$ cat src/rtl/prog_loader_ctrl.sv
// -----------------------------------------------------------------------------
// prog_loader_ctrl
//
// Sequences in-system reprogramming of the instruction memory from the
// programming-UART byte stream. A frame is
//   SYNC, LEN_LO, LEN_HI, 4*N payload bytes (LSB first per word) [, CHK]
// Payload bytes are packed into 32-bit little-endian words and written to
// imem word addresses 0..N-1. The core's PC is held in reset for the whole
// load, and each frame is answered with an ACK (8'h06) or NAK (8'h15) byte.
//
// Optional feature macro: PROG_LOADER_CHECKSUM_EN
//   defined   - a trailing CHK byte is expected; the frame is accepted when
//               (LEN_LO + LEN_HI + payload + CHK) mod 256 == 0.
//   undefined - no CHK byte; ACK follows the last payload byte.
//
// Parameters
//   IMEM_AW      imem word-address width (depth = 2**IMEM_AW words)
//   TIMEOUT_CYC  max idle cycles between bytes inside a frame
//   SYNC_BYTE    frame start marker
//
// Ports
//   clk         system clock
//   rst         asynchronous active-low reset
//   rx_valid    one-cycle strobe, rx_data valid
//   rx_data     received byte
//   imem_we     registered one-cycle word write strobe
//   imem_addr   word address
//   imem_wdata  word to write
//   cpu_hold    holds the core's PC in reset while high
//   busy        high in every state other than IDLE
//   err         sticky error flag, cleared by the next accepted SYNC
//   tx_valid    response byte available
//   tx_data     response byte (ACK 8'h06 / NAK 8'h15)
//   tx_ready    transmitter accepts tx_data
// -----------------------------------------------------------------------------
module prog_loader_ctrl #(
    parameter int          IMEM_AW     = 8,
    parameter int          TIMEOUT_CYC = 1_000_000,
    parameter logic [7:0]  SYNC_BYTE   = 8'hA5
) (
    input  logic               clk,
    input  logic               rst,
    input  logic               rx_valid,
    input  logic [7:0]         rx_data,
    output logic               imem_we,
    output logic [IMEM_AW-1:0] imem_addr,
    output logic [31:0]        imem_wdata,
    output logic               cpu_hold,
    output logic               busy,
    output logic               err,
    output logic               tx_valid,
    output logic [7:0]         tx_data,
    input  logic               tx_ready
);

    localparam logic [7:0]  ACK_BYTE  = 8'h06;
    localparam logic [7:0]  NAK_BYTE  = 8'h15;
    localparam int          TW        = (TIMEOUT_CYC > 1) ? $clog2(TIMEOUT_CYC) : 1;
    localparam logic [TW-1:0] TMO_LAST = TW'(TIMEOUT_CYC - 1);
    localparam logic [16:0] MAX_WORDS = 17'd1 << IMEM_AW;

    typedef enum logic [2:0] {
        S_IDLE,
        S_LEN0,
        S_LEN1,
        S_DATA,
        S_CHK,
        S_RESP,
        S_ERRW
    } state_e;

    state_e             state_q, state_d;
    logic [15:0]        len_q,   len_d;
    logic [IMEM_AW-1:0] addr_q,  addr_d;
    logic [1:0]         lane_q,  lane_d;
    logic [15:0]        wcnt_q,  wcnt_d;
    logic [31:0]        wdata_q, wdata_d;
    logic               we_q,    we_d;
    logic [7:0]         sum_q,   sum_d;
    logic [TW-1:0]      tmo_q,   tmo_d;
    logic               hold_q,  hold_d;
    logic               err_q,   err_d;
    logic               txv_q,   txv_d;
    logic [7:0]         txd_q,   txd_d;

    logic               in_frame;
    logic               tmo_fire;
    logic [15:0]        new_len;
    logic               last_word;

    always_comb begin
        // NOTE: every signal assigned in this block gets a default first, so
        // no path leaves a value unassigned and no latch is inferred.
        state_d  = state_q;
        len_d    = len_q;
        addr_d   = addr_q;
        lane_d   = lane_q;
        wcnt_d   = wcnt_q;
        wdata_d  = wdata_q;
        we_d     = 1'b0;
        sum_d    = sum_q;
        tmo_d    = tmo_q;
        hold_d   = hold_q;
        err_d    = err_q;
        txd_d    = txd_q;
        tmo_fire = 1'b0;

        new_len   = {rx_data, len_q[7:0]};
        last_word = (({1'b0, wcnt_q} + 17'd1) == {1'b0, len_q});
        in_frame  = (state_q == S_LEN0) || (state_q == S_LEN1) ||
                    (state_q == S_DATA) || (state_q == S_CHK);

        // Idle-gap counter: a byte always wins over an expiring count.
        if (in_frame) begin
            if (rx_valid) begin
                tmo_d = '0;
            end else if (tmo_q == TMO_LAST) begin
                tmo_fire = 1'b1;
            end else begin
                tmo_d = tmo_q + TW'(1);
            end
        end

        // The address advances in the cycle after the write pulse, so it is
        // stable while imem_we is high.
        if (we_q) begin
            addr_d = addr_q + IMEM_AW'(1);
        end

        unique case (state_q)
            S_IDLE, S_ERRW: begin
                if (rx_valid && (rx_data == SYNC_BYTE)) begin
                    state_d = S_LEN0;
                    hold_d  = 1'b1;
                    err_d   = 1'b0;
                    addr_d  = '0;
                    lane_d  = '0;
                    wcnt_d  = '0;
                    sum_d   = '0;
                    tmo_d   = '0;
                end
            end

            S_LEN0: begin
                if (rx_valid) begin
                    len_d[7:0] = rx_data;
                    sum_d      = sum_q + rx_data;
                    state_d    = S_LEN1;
                end
            end

            S_LEN1: begin
                if (rx_valid) begin
                    len_d[15:8] = rx_data;
                    sum_d       = sum_q + rx_data;
                    if ((new_len == 16'd0) || ({1'b0, new_len} > MAX_WORDS)) begin
                        err_d   = 1'b1;
                        txd_d   = NAK_BYTE;
                        state_d = S_RESP;
                    end else begin
                        state_d = S_DATA;
                    end
                end
            end

            S_DATA: begin
                if (rx_valid) begin
                    wdata_d[{lane_q, 3'b000} +: 8] = rx_data;
                    sum_d  = sum_q + rx_data;
                    lane_d = lane_q + 2'd1;
                    if (lane_q == 2'd3) begin
                        we_d   = 1'b1;
                        wcnt_d = wcnt_q + 16'd1;
                        if (last_word) begin
`ifdef PROG_LOADER_CHECKSUM_EN
                            state_d = S_CHK;
`else
                            txd_d   = ACK_BYTE;
                            state_d = S_RESP;
`endif
                        end
                    end
                end
            end

            S_CHK: begin
`ifdef PROG_LOADER_CHECKSUM_EN
                if (rx_valid) begin
                    if ((sum_q + rx_data) == 8'd0) begin
                        txd_d = ACK_BYTE;
                    end else begin
                        txd_d = NAK_BYTE;
                        err_d = 1'b1;
                    end
                    state_d = S_RESP;
                end
`else
                state_d = S_IDLE;
`endif
            end

            S_RESP: begin
                // Incoming bytes are dropped here; only the handshake matters.
                if (tx_ready) begin
                    if (txd_q == ACK_BYTE) begin
                        hold_d  = 1'b0;
                        state_d = S_IDLE;
                    end else begin
                        // Image is partially overwritten: keep the core held.
                        state_d = S_ERRW;
                    end
                end
            end

            default: begin
                state_d = S_IDLE;
            end
        endcase

        // Timeout only fires on a byte-free cycle, so it never collides with
        // the byte handling above; any partial word is simply abandoned.
        if (tmo_fire) begin
            err_d   = 1'b1;
            txd_d   = NAK_BYTE;
            state_d = S_RESP;
        end

        txv_d = (state_d == S_RESP);
    end

    always_ff @(posedge clk or negedge rst) begin
        if (!rst) begin
            state_q <= S_IDLE;
            len_q   <= '0;
            addr_q  <= '0;
            lane_q  <= '0;
            wcnt_q  <= '0;
            wdata_q <= '0;
            we_q    <= 1'b0;
            sum_q   <= '0;
            tmo_q   <= '0;
            hold_q  <= 1'b0;
            err_q   <= 1'b0;
            txv_q   <= 1'b0;
            txd_q   <= '0;
        end else begin
            // NOTE: non-blocking assignments here, so every register samples
            // the pre-edge values and the update order inside the block is
            // irrelevant.
            state_q <= state_d;
            len_q   <= len_d;
            addr_q  <= addr_d;
            lane_q  <= lane_d;
            wcnt_q  <= wcnt_d;
            wdata_q <= wdata_d;
            we_q    <= we_d;
            sum_q   <= sum_d;
            tmo_q   <= tmo_d;
            hold_q  <= hold_d;
            err_q   <= err_d;
            txv_q   <= txv_d;
            txd_q   <= txd_d;
        end
    end

    assign imem_we    = we_q;
    assign imem_addr  = addr_q;
    assign imem_wdata = wdata_q;
    assign cpu_hold   = hold_q;
    assign busy       = (state_q != S_IDLE);
    assign err        = err_q;
    assign tx_valid   = txv_q;
    assign tx_data    = txd_q;

endmodule

$ cat config.mk
export PLATFORM = sky130hd
export DESIGN_NAME = prog_loader_ctrl
export DESIGN_NICKNAME = d
export VERILOG_FILES = /design/src/rtl/prog_loader_ctrl.sv
export SDC_FILE = /design/constraint.sdc
export NUM_CORES = 1
export LEC_CHECK = 0
export ABC_AREA = 1
export CAP_MARGIN = 20
export CELL_PAD_IN_SITES_DETAIL_PLACEMENT = 0
export CELL_PAD_IN_SITES_GLOBAL_PLACEMENT = 1
export CORE_MARGIN = 1
export CORE_UTILIZATION = 30
export DETAILED_ROUTE_END_ITERATION = 10
export MAX_ROUTING_LAYER = met4
export PLACE_DENSITY_LB_ADDON = 0.1
export SLEW_MARGIN = 20
export SYNTH_ARGS = -nofsm -noshare
export SYNTH_HDL_FRONTEND = slang
export SYNTH_SLANG_ARGS = --single-unit
export TNS_END_PERCENT = 100
$ cat constraint.sdc
create_clock -name clk -period 3.65 [get_ports clk]
set_input_delay 0.73 -clock clk [delete_from_list [all_inputs] [get_ports clk]]
set_output_delay 0.73 -clock clk [all_outputs]
set_load 0.05 [all_outputs]
# Yosys cells after proc, flatten, opt, wreduce, memory -nomap -nowiden

Cells that the tools add are included.

Bits in registers: 109
Bits of input ports: 12
Output and inout port bits: 53
Logic and storage cells: 115

Add/subtract/negate cells: 6
Magnitude comparators: 1
Equality and inequality tests: 23
Shift-type cells: 2
Muxes and demuxes: 49
Reductions and logical operators: 21

Operators by type and width:

| kind                     | number |
|---|---|
| $mux W20                 | 5 |
| $mux W8                  | 9 |
| $mux W16                 | 3 |
| $bwmux W32               | 1 |
| $pmux W16 S2             | 1 |
| $shift A8 B7 Y32 const A | 1 |
| $shiftx A8 B7 Y32        | 1 |
| $mux W3                  | 10 |
| $add A20 B1 Y20 const B  | 1 |
| $eq A20 B20 Y1 const B   | 1 |
| $add A16 B1 Y17 const B  | 1 |
| $eq A17 B16 Y1           | 1 |
| $add A16 B1 Y16 const B  | 1 |
| $gt A16 B9 Y1 const B    | 1 |
| $logic_not A16 Y1        | 1 |
| $pmux W8 S2              | 1 |
| $pmux W3 S5              | 1 |
| $mux W1                  | 13 |
| $eq A3 B3 Y1 const B     | 4 |
| $ne A3 B3 Y1 const B     | 4 |
| $reduce_and A4 Y1        | 3 |
| $reduce_bool A3 Y1       | 3 |
| $add A8 B1 Y8 const B    | 1 |
| $eq A8 B3 Y1 const B     | 1 |
| other kinds (20)         | 33 |

# Longest topological paths before layout

Gate-level depths: netlist (run 1).

Depth after elaboration: 8
Depth in mapped cells: 17
Gate-level depth less buffers: 17

# Worst setup path after synthesis (run 1)

No wires, ideal clock.

Path type: input to register
From: input rx_data[3]
To: register wcnt_q[15]
Library setup time: 127 ps
Arrival: 1839 ps
Required time: 3523 ps
Setup slack: 1684 ps
Stages on the path: 9
Buffers on the path: 1
Path through: nor2_1 nand4_1 nor4_1 inv_1 nor2_1 inv_1 nand2_2 buf_4 o21ai_0

Cells in the longest elaborated chain, start to end: 4

RTL lines:

| element                     | line | RTL |
|---|---|---|
| start: declaration          | 44   | `input logic [7:0] rx_data,` |
| $eq A8 B8 Y1                | 132  | `if (rx_valid && (rx_data == SYNC_BYTE)) begin` |
| $logic_and A1 B1 Y1         | 132  |  |
| $ne A2 B2 Y1 (no line)      | n/a  |  |
| $reduce_and A4 Y1 (no line) | n/a  |  |
| end signal: assignment      | 254  | `wcnt_q <= wcnt_d;` |
| end: declaration            | 76   | `logic [15:0] wcnt_q, wcnt_d;` |

No other way between the ends.
A chain may end at the register's enable or synchronous reset.

# Worst setup path after layout (run 1)

From: input rx_data[3]
To: register tmo_q[9]

Cells in the longest elaborated chain, start to end: 4

RTL lines:

| element                | line | RTL |
|---|---|---|
| $eq A8 B8 Y1           | 132  |  |
| $logic_and A1 B1 Y1    | 132  |  |
| $mux W20               | 132  |  |
| $mux W20               | 130  | `unique case (state_q)` |
| net tmo_d[9]           | 80   | `logic [TW-1:0] tmo_q, tmo_d;` |
| end signal: assignment | 258  | `tmo_q <= tmo_d;` |
| end: declaration       | 80   |  |

The timed path passes the listed nets, and every way through them passes these cells.

==> results of run 1 <==
-- routing by layer --
metal  vias up  global-route usage (%)  routed length, µm
met5         -                       -                  0
met4         0                    5.20                206
met3        13                    3.06                483
met2        78                    28.7               7480
met1      2371                    23.0               7760
li1       2566                       -                  -
-- worst max-delay path by stage --
| stage | start | end |
|---|---|---|
| final | rx_data[3] | tmo_q[9] |
| after detailed placement | rx_data[6] | tmo_q[11] |
| after floorplan | rx_data[3] | wcnt_q[15] |
| after CTS | rx_data[6] | tmo_q[11] |
| after global routing | rx_data[6] | tmo_q[11] |
| after global placement | rx_data[6] | tmo_q[11] |
-- cells in the mapped netlist, types with 2 or more instances --
cell	count	area share (%)
nand2_1	179	12
dfrtp_1	104	46
inv_1	102	6.8
nor2_1	96	6.4
nand3_1	71	6.3
a21oi_1	45	4.0
o21ai_0	45	4.0
nor3_1	15	1.3
nand4_1	12	1.3
ha_1	9	2.0
nor4_1	9	0.99
xor2_1	9	1.4
nor2_4	7	1.4
o22ai_1	7	0.77
buf_4	6	0.79
clkbuf_1	5	0.33
nor2_2	5	0.55
buf_2	3	0.26
nand2_2	3	0.33
xnor2_1	3	0.46
a22oi_1	2	0.26
buf_1	2	0.13
inv_2	2	0.13
nand3b_1	2	0.26
-- logic make-up after synthesis --
family / after synthesis / share of synthesized area [%]
xor gates and xnor gates: 13 / 2.25
DFF: 104 / 45.9
other: 1 / 0.0662
buffers and inverters: 121 / 8.48
AOI/OAI and AO/OA: 104 / 9.67
adders and majority gates: 9 / 1.99
and+or+nand+nor: 404 / 31.6
-- critical path, stage by stage --
cell             delay [ps]
clkdlybuf4s50_1         630
nor2_1                  100
nand4_1                 100
nor4_1                   70
inv_1                    80
nor2_1                   60
a21oi_1                 680
o21ai_0                 270
a21oi_1                 190
-- registers in the layout, indices dropped and copies added (netlist names) --
name and count:
cpu_hold 1, err 1, imem_addr 8, imem_wdata 32
imem_we 1, lane_q 2, len_q 16, state_q 3
tmo_q 20, tx_data 3, tx_valid 1, wcnt_q 16
-- power groups by stage --
stage          combinational, mW  clock, mW  sequential [mW]
4_1_cts                     2.57       1.08             1.84
6_report                    2.54       1.04             1.83
3_5_place_dp                2.55          0             1.85
2_1_floorplan               1.24          0             2.34
3_3_place_gp                2.55          0             1.85
5_1_grt                     2.81       1.12             1.89
-- cell type report --
| type | count | area [µm²] | area share [%] |
|---|---|---|---|
| clock inverter | 7 | 87.6 | 1.28 |
| sequential | 104 | 2600 | 37.9 |
| clock buffer | 9 | 225 | 3.28 |
| tap | 229 | 287 | 4.17 |
| multi-input combinational | 534 | 2590 | 37.8 |
| timing repair buffer | 69 | 678 | 9.87 |
| inverter | 105 | 394 | 5.74 |
-- metrics by stage --
stage	hold WS, ps	power, mW	cells	utilization (%)	setup WS, ps
6_report	423	5.41	1057	37.7	1020
5_1_grt	469	5.82	1057	37.7	685
4_1_cts	442	5.48	1057	37.7	944
3_5_place_dp	461	4.41	1041	36.0	579
3_3_place_gp	452	4.40	1040	35.9	598
2_1_floorplan	433	3.57	759	-	1680
==> impl_metrics.toml, run 1 <==
[worst_setup_path]
r2r_end = "imem_wdata[6]"
cp_max_fo = 12
end_kind = "flop"
cp.arrival_ps = 2920
r2r_start = "lane_q[0]"
ff2ff_path_depth = 5
crit_type = "in2reg"
critical_path_required_ps = 3930
start_kind = "input port"
r2r_slack_ps = 1240

[cells_and_area]
layout_common_cells = "nand2_1, dfrtp_1, inv_1"
fill_cells = 1887
finalInstanceArea_um2 = 6870
final_layout_size_suffix_gt1_share_pct = 5.68
finalNetCount = 844
final_common_cell = "nand2_1"
antenna_cells = 0
area_delta_synth_final_pct = 21.2

[global_routing]
grt.total_usage_pct = 17.9
grt_max_degree = 49
overflow = 0
grt_pass1_vias = 5035
antenna_found_initial = 0
grt_pass1_wl_um = 26400

[timing]
fin_skew_ps = 11.6
hold_violations = 0
max_freq_ghz = 0.380
finalSetupViolations = 0
slew_violations = 0
fin_crit_sh_pct = 72.1
finalSetupTns_ps = 0
slew_headroom_pct = 41.4
rsz0062_at_grt = "no"
fin_crit_ps = 2630
tightest_slew_ps = 878

[detailed_routing]
post_drt_wl_per_cell_um = 15.1
drtAntennaViolNets = 0
wl_um = 15900
firstDrtPassIters = 4
drt_iter0_drc = 267
vias_per_cell = 4.76
num_vias = 5028
drc = 0

[clock_network]
htree_num_levels = 3
root_buffer = "clkbuf_16"
cts_resized = 0
cts_made_buffers = 9
cts_tree = "done"
cts_hold_buf = 0
clockBufferDepth = 2
clock_latency_ps = 360
cts.sinks = 104
postCtsSetupRepairBufs = 0
clk_pin_slew_ps = 80

[synth]
synth_edf_count = 0
yosysUniqueCellTypes = 37
ys.flop_type = "dfrtp_1"
synthArstFlopShare_pct = 100
synth_seq_cells = 104
syn_inst = 756
seq_area_frac_synth_pct = 45.9
yosysWarnings = 0
synth.avg_cell_area_um2 = 7.50
synth_area_um2 = 5670

[hold_path]
hold_path_class = "in2async"

[power]
p_switching_mw = 2.58
p_leak_nw = 3.27
p_seq_share_pct = 33.8
p_clk_share_pct = 19.2
p_sw_share_pct = 47.7
irDropWorstVdd_mv = 0.457
combinationalPowerShare_pct = 47.0
p_int_mw = 2.83
p_per_area_nw_per_um2 = 787

[die]
start_util_pct = 31.1
dieArea_um2 = 19400
core-area_um2 = 18200
die_y_um = 139
io_pins = 65
row_count = 49
dieWidth_um = 139

[placement]
io_buffers = 60
place_area_um2 = 6560
hpwl_um = 12000
gp_congestion = 0.815

[run_status]
status = "completed"

[job]
drv_cap = 0
(Power assumes the default switching activity.)
==> inputs of run 2 (changes only) <==
Clock period 3.65 ns to 2.26 ns, I/O delays scaled along.
==> impl_metrics.toml, run 2 (synthesis gave the netlist of run 1 again) <==
[run_status]
status = "completed"

[clock_network]
cts.sinks = 104
root_buffer = "clkbuf_16"
htree_num_levels = 3
clockBufferDepth = 2
clock_latency_ps = 360
cts_tree = "done"
clk_pin_slew_ps = 80
cts_made_buffers = 9

[worst_setup_path]
start_kind = "flop"
cp_max_fo = 7
critical_path.max_stage_delay_ps = 850
crit_buf_inv = 1
critical_path_required_ps = 1810
cp.arrival_ps = 1650
cp_slowest_cell = "clkdlybuf4s50_1"
end_kind = "output pin"
crit_chain = "clkdlybuf4s50_1"
crit_type = "reg2out"
cp_top_family = "buffers and inverters"

[die]
row_count = 49
dieWidth_um = 139
io_pins = 65
dieArea_um2 = 19400
core-area_um2 = 18200
die_y_um = 139
start_util_pct = 31.1

[detailed_routing]
firstDrtPassIters = 5
drtAntennaViolNets = 0
vias_per_cell = 4.70
post_drt_wl_per_cell_um = 14.6
num_vias = 5123
drc = 0
drt_iter0_drc = 225
wl_um = 15900

[cells_and_area]
finalNetCount = 876
stdcell_count = 1089
layout_common_cells = "nand2_1, dfrtp_1, inv_1"
area_delta_synth_final_pct = 26.3
antenna_cells = 0
final_common_cell = "nand2_1"
final_layout_size_suffix_gt1_share_pct = 10.6
finalInstanceArea_um2 = 7160
seq_area_um2 = 2600
multi_input_area_um2 = 2650
fill_cells = 1883
largest_reg_flops = 32

[power]
p_leak_nw = 3.43
p_per_area_nw_per_um2 = 1220
p_sw_share_pct = 47.4
totalPowerFinal_mw = 8.71
p_clk_share_pct = 17.6
combinationalPowerShare_pct = 49.0
p_int_mw = 4.58
p_switching_mw = 4.13
irDropWorstVdd_mv = 0.704
p_seq_share_pct = 33.4

[timing]
max_freq_ghz = 0.475
finalSetupTns_ps = 0
fin_crit_ps = 2110
finalSetupViolations = 0
hold_violations = 0
final.setup.worst_slack_ps = 154
slew_headroom_pct = 60.6
slew_violations = 0
fin_crit_sh_pct = 93.2
fin_skew_ps = 12.3
rsz0062_at_grt = "yes"
tightest_slew_ps = 591

[global_routing]
grt_pass1_vias = 5234
grt.total_usage_pct = 17.8
grt_pass1_wl_um = 26400
overflow = 0
grt_max_degree = 47
antenna_found_initial = 0

[hold_path]
hold_path_class = "reg2reg"

[job]
drv_cap = 0

[placement]
io_buffers = 60
hpwl_um = 12000
post-place-ws_ps = -558
place_area_um2 = 6790
place_inst = 1069
gp_congestion = 0.815
-- run 2: cell types whose count changed in the layout (fill, tap and decap cells not counted), moves of 2 or more --
| cell | delta |
|---|---|
| clkdlybuf4s50_1 | -2 |
| nand3_1 | -4 |
| buf_4 | +30 |
| nor2_1 | -2 |
| nand2_2 | +2 |
| buf_12 | +2 |
| nand3_2 | +4 |
| nand2_1 | -2 |
-- run 2: layout make-up --
| cell class | instances | area share (%) |
|---|---|---|
| clock buffer | 10 | 3.20 |
| clock inverter | 6 | 0.699 |
| inverter | 105 | 5.51 |
| multi-input combinational | 534 | 37.0 |
| sequential | 104 | 36.4 |
| tap | 229 | 4.00 |
| timing repair buffer | 101 | 13.2 |
-- run 2: path summary, 6_finish.rpt --
check,start,end,slack [ps],cells after the start
worst max register to register,wcnt_q[1],tx_valid,180,14
worst max-delay path,imem_we,imem_we,150,1
min in group asynchronous,rst,imem_addr[4],520,2
worst min register to register,tmo_q[14],tmo_q[14],460,1
worst min-delay path,tmo_q[14],tmo_q[14],460,1
max in group asynchronous,rst,imem_wdata[27],1110,3
-- run 2: per-stage QoR --
step / util, % / hold WS, ps
4_1_cts: 38.9 / 463
3_5_place_dp: 37.3 / 366
6_report: 39.3 / 460
5_1_grt: 39.3 / 492
2_1_floorplan: - / 156
3_3_place_gp: 37.3 / 366
-- run 2: routing by layer --
| layer | routed length [µm] | track usage, % |
|---|---|---|
| met1 | 7520 | 22.2 |
| met2 | 7690 | 29.2 |
| met3 | 524 | 3.20 |
| met4 | 219 | 5.61 |
| met5 | 0 | - |
-- run 2: power groups by stage --
stage          clock network [mW]  logic (mW)  registers, mW
3_3_place_gp                    0        4.22           2.93
5_1_grt                      1.68        4.70           3.00
3_5_place_dp                    0        4.26           2.93
4_1_cts                      1.60        4.28           2.91
6_report                     1.54        4.26           2.91
2_1_floorplan                   0        2.00           3.77
-- run 2: timing repair --
item                                    in CTS  in global routing
setup buffers                                0                  3
endpoints found under the setup margin       8                  8
endpoints found under the hold margin       17                  0
hold buffers                                 1                  0
pin swaps                                    0                  5
resized for setup                            2                 14
==> inputs of run 3 (changes only) <==
--- a/config.mk
+++ b/config.mk
@@ -13,2 +13,3 @@
 export CORE_UTILIZATION = 30
+export CTS_BUF_LIST = sky130_fd_sc_hd__clkbuf_16
 export DETAILED_ROUTE_END_ITERATION = 10
--- a/constraint.sdc
+++ b/constraint.sdc
@@ -3,2 +3,2 @@
 set_output_delay 0.452 -clock clk [all_outputs]
-set_load 0.05 [all_outputs]
+set_load 0.1 [all_outputs]
==> impl_metrics.toml, run 3 (synthesis gave the netlist of run 1 again) <==
[clock_network]
clockBufferDepth = 2
cts_tree = "done"
cts.sinks = 104
htree_num_levels = 3
cts_made_buffers = 9
clk_pin_slew_ps = 70
root_buffer = "clkbuf_16"
clock_latency_ps = 360

[detailed_routing]
vias_per_cell = 4.74
drtAntennaViolNets = 0
post_drt_wl_per_cell_um = 14.8
drc = 0
num_vias = 5135
wl_um = 16000
firstDrtPassIters = 5
drt_iter0_drc = 253

[cells_and_area]
final_layout_size_suffix_gt1_share_pct = 15.8
final_common_cell = "nand2_1"
fill_cells = 1864
antenna_cells = 0
multi_input_area_um2 = 2650
finalNetCount = 872
layout_common_cells = "nand2_1, dfrtp_1, inv_1"
area_delta_synth_final_pct = 24.2
largest_reg_flops = 32
final_core_util_pct = 38.6
seq_area_um2 = 2600

[worst_setup_path]
startpoint = "wcnt_q[2]"
cp.arrival_ps = 2370
crit_chain = "nand2_1, nor2_4, nand2_4, nor2_8, nand3_2, nand3_1, nand2_1, nor2_1, buf_4, nand3_2, nand2_1, nand2_1, nand2_1, nand2_1, nor2_2"
start_kind = "flop"
cp_max_fo = 8
critical_path.max_stage_delay_ps = 440
crit_type = "reg2reg"
crit_top_cell = "nand2_1"
r2r_start = "wcnt_q[2]"
critical_path_required_ps = 2550
end_kind = "flop"
cp_slowest_cell = "dfrtp_1"

[hold_path]
hold_path_class = "in2async"

[global_routing]
overflow = 0
grt_pass1_wl_um = 26000
antenna_found_initial = 0
grt_max_degree = 59
grt_pass1_vias = 5140
grt.total_usage_pct = 17.5

[timing]
fin_crit_sh_pct = 92.1
slew_headroom_pct = 63.0
slew_violations = 0
hold_violations = 7
hold_slack_ps = -2.79
finalSetupTns_ps = 0
rsz0062_at_grt = "yes"
fin_skew_ps = 8.74
finalSetupViolations = 0
fin_crit_ps = 2080
tightest_slew_ps = 555
max_freq_ghz = 0.481

[run_status]
status = "finished with violations"
violations = "hold timing"

[power]
irDropWorstVdd_mv = 1.09
p_leak_nw = 3.48
p_per_area_nw_per_um2 = 1400

[die]
start_util_pct = 31.1
row_count = 49
dieArea_um2 = 19400
core-area_um2 = 18200
io_pins = 65
dieWidth_um = 139
die_y_um = 139

[placement]
io_buffers = 60
hpwl_um = 11900
gp_congestion = 0.836

[job]
drv_cap = 0
run 3: layout make-up:
type,instances,share of cell area [%]
Tap cell,229,4.07
Sequential cell,104,37.0
Multi-Input combinational cell,534,37.7
Clock inverter,6,0.960
Inverter,105,5.60
Clock buffer,9,3.20
Timing Repair Buffer,97,11.5
run 3: final timing paths:
check,to,slack [ps],depth (start not counted)
max,tx_valid,180,15
min,len_q[6],-3,1
max reg2reg,tx_valid,180,15
min reg2reg,tmo_q[14],460,1
max in group asynchronous,len_q[8],1570,2
min in group clk,tmo_q[14],460,1
run 3: stage by stage:
step / total power [mW] / instances / setup slack [ps] / instance area (µm²)
2_1_floorplan: 6.89 / 759 / 35.0 / 5680
3_3_place_gp: 8.19 / 1068 / -455 / 6670
3_5_place_dp: 8.24 / 1068 / -478 / 6670
4_1_cts: 9.90 / 1083 / 12.0 / 6980
5_1_grt: 10.5 / 1084 / -40.1 / 7040
6_report: 9.83 / 1084 / 179 / 7040
run 3: critical path, delay by kind of cell (launching register included):
| family | cells | cell delay, ps |
|---|---|---|
| buffers and inverters | 1 | 130 |
| DFF | 1 | 440 |
| and+or+nand+nor | 14 | 1420 |
run 3: power by group:
part | internal, mW | switching (mW) | total, mW | leakage, nW
clock network | 0.861 | 0.748 | 1.61 | 0.140
registers | 2.43 | 0.485 | 2.92 | 1.27
logic | 1.28 | 4.02 | 5.30 | 2.07
total | 4.57 | 5.26 | 9.83 | 3.48
run 3: timing repair:
item                       CTS  global route
hold buffers                 0             0
pin swaps                    0             5
setup endpoints to repair    9             9
setup buffers                0             1
gates cloned                 0             0
gates resized for setup      2            15
run 3: layer usage:
| layer | global-route usage (%) | share of wire (%) | up-vias |
|---|---|---|---|
| met2 | 28.6 | 49 | 87 |
| met4 | 5.26 | 1.5 | 0 |
| met3 | 3.06 | 3.5 | 15 |
| met5 | - | 0 | - |
| li1 | - | - | 2621 |
| met1 | 22.2 | 46 | 2412 |
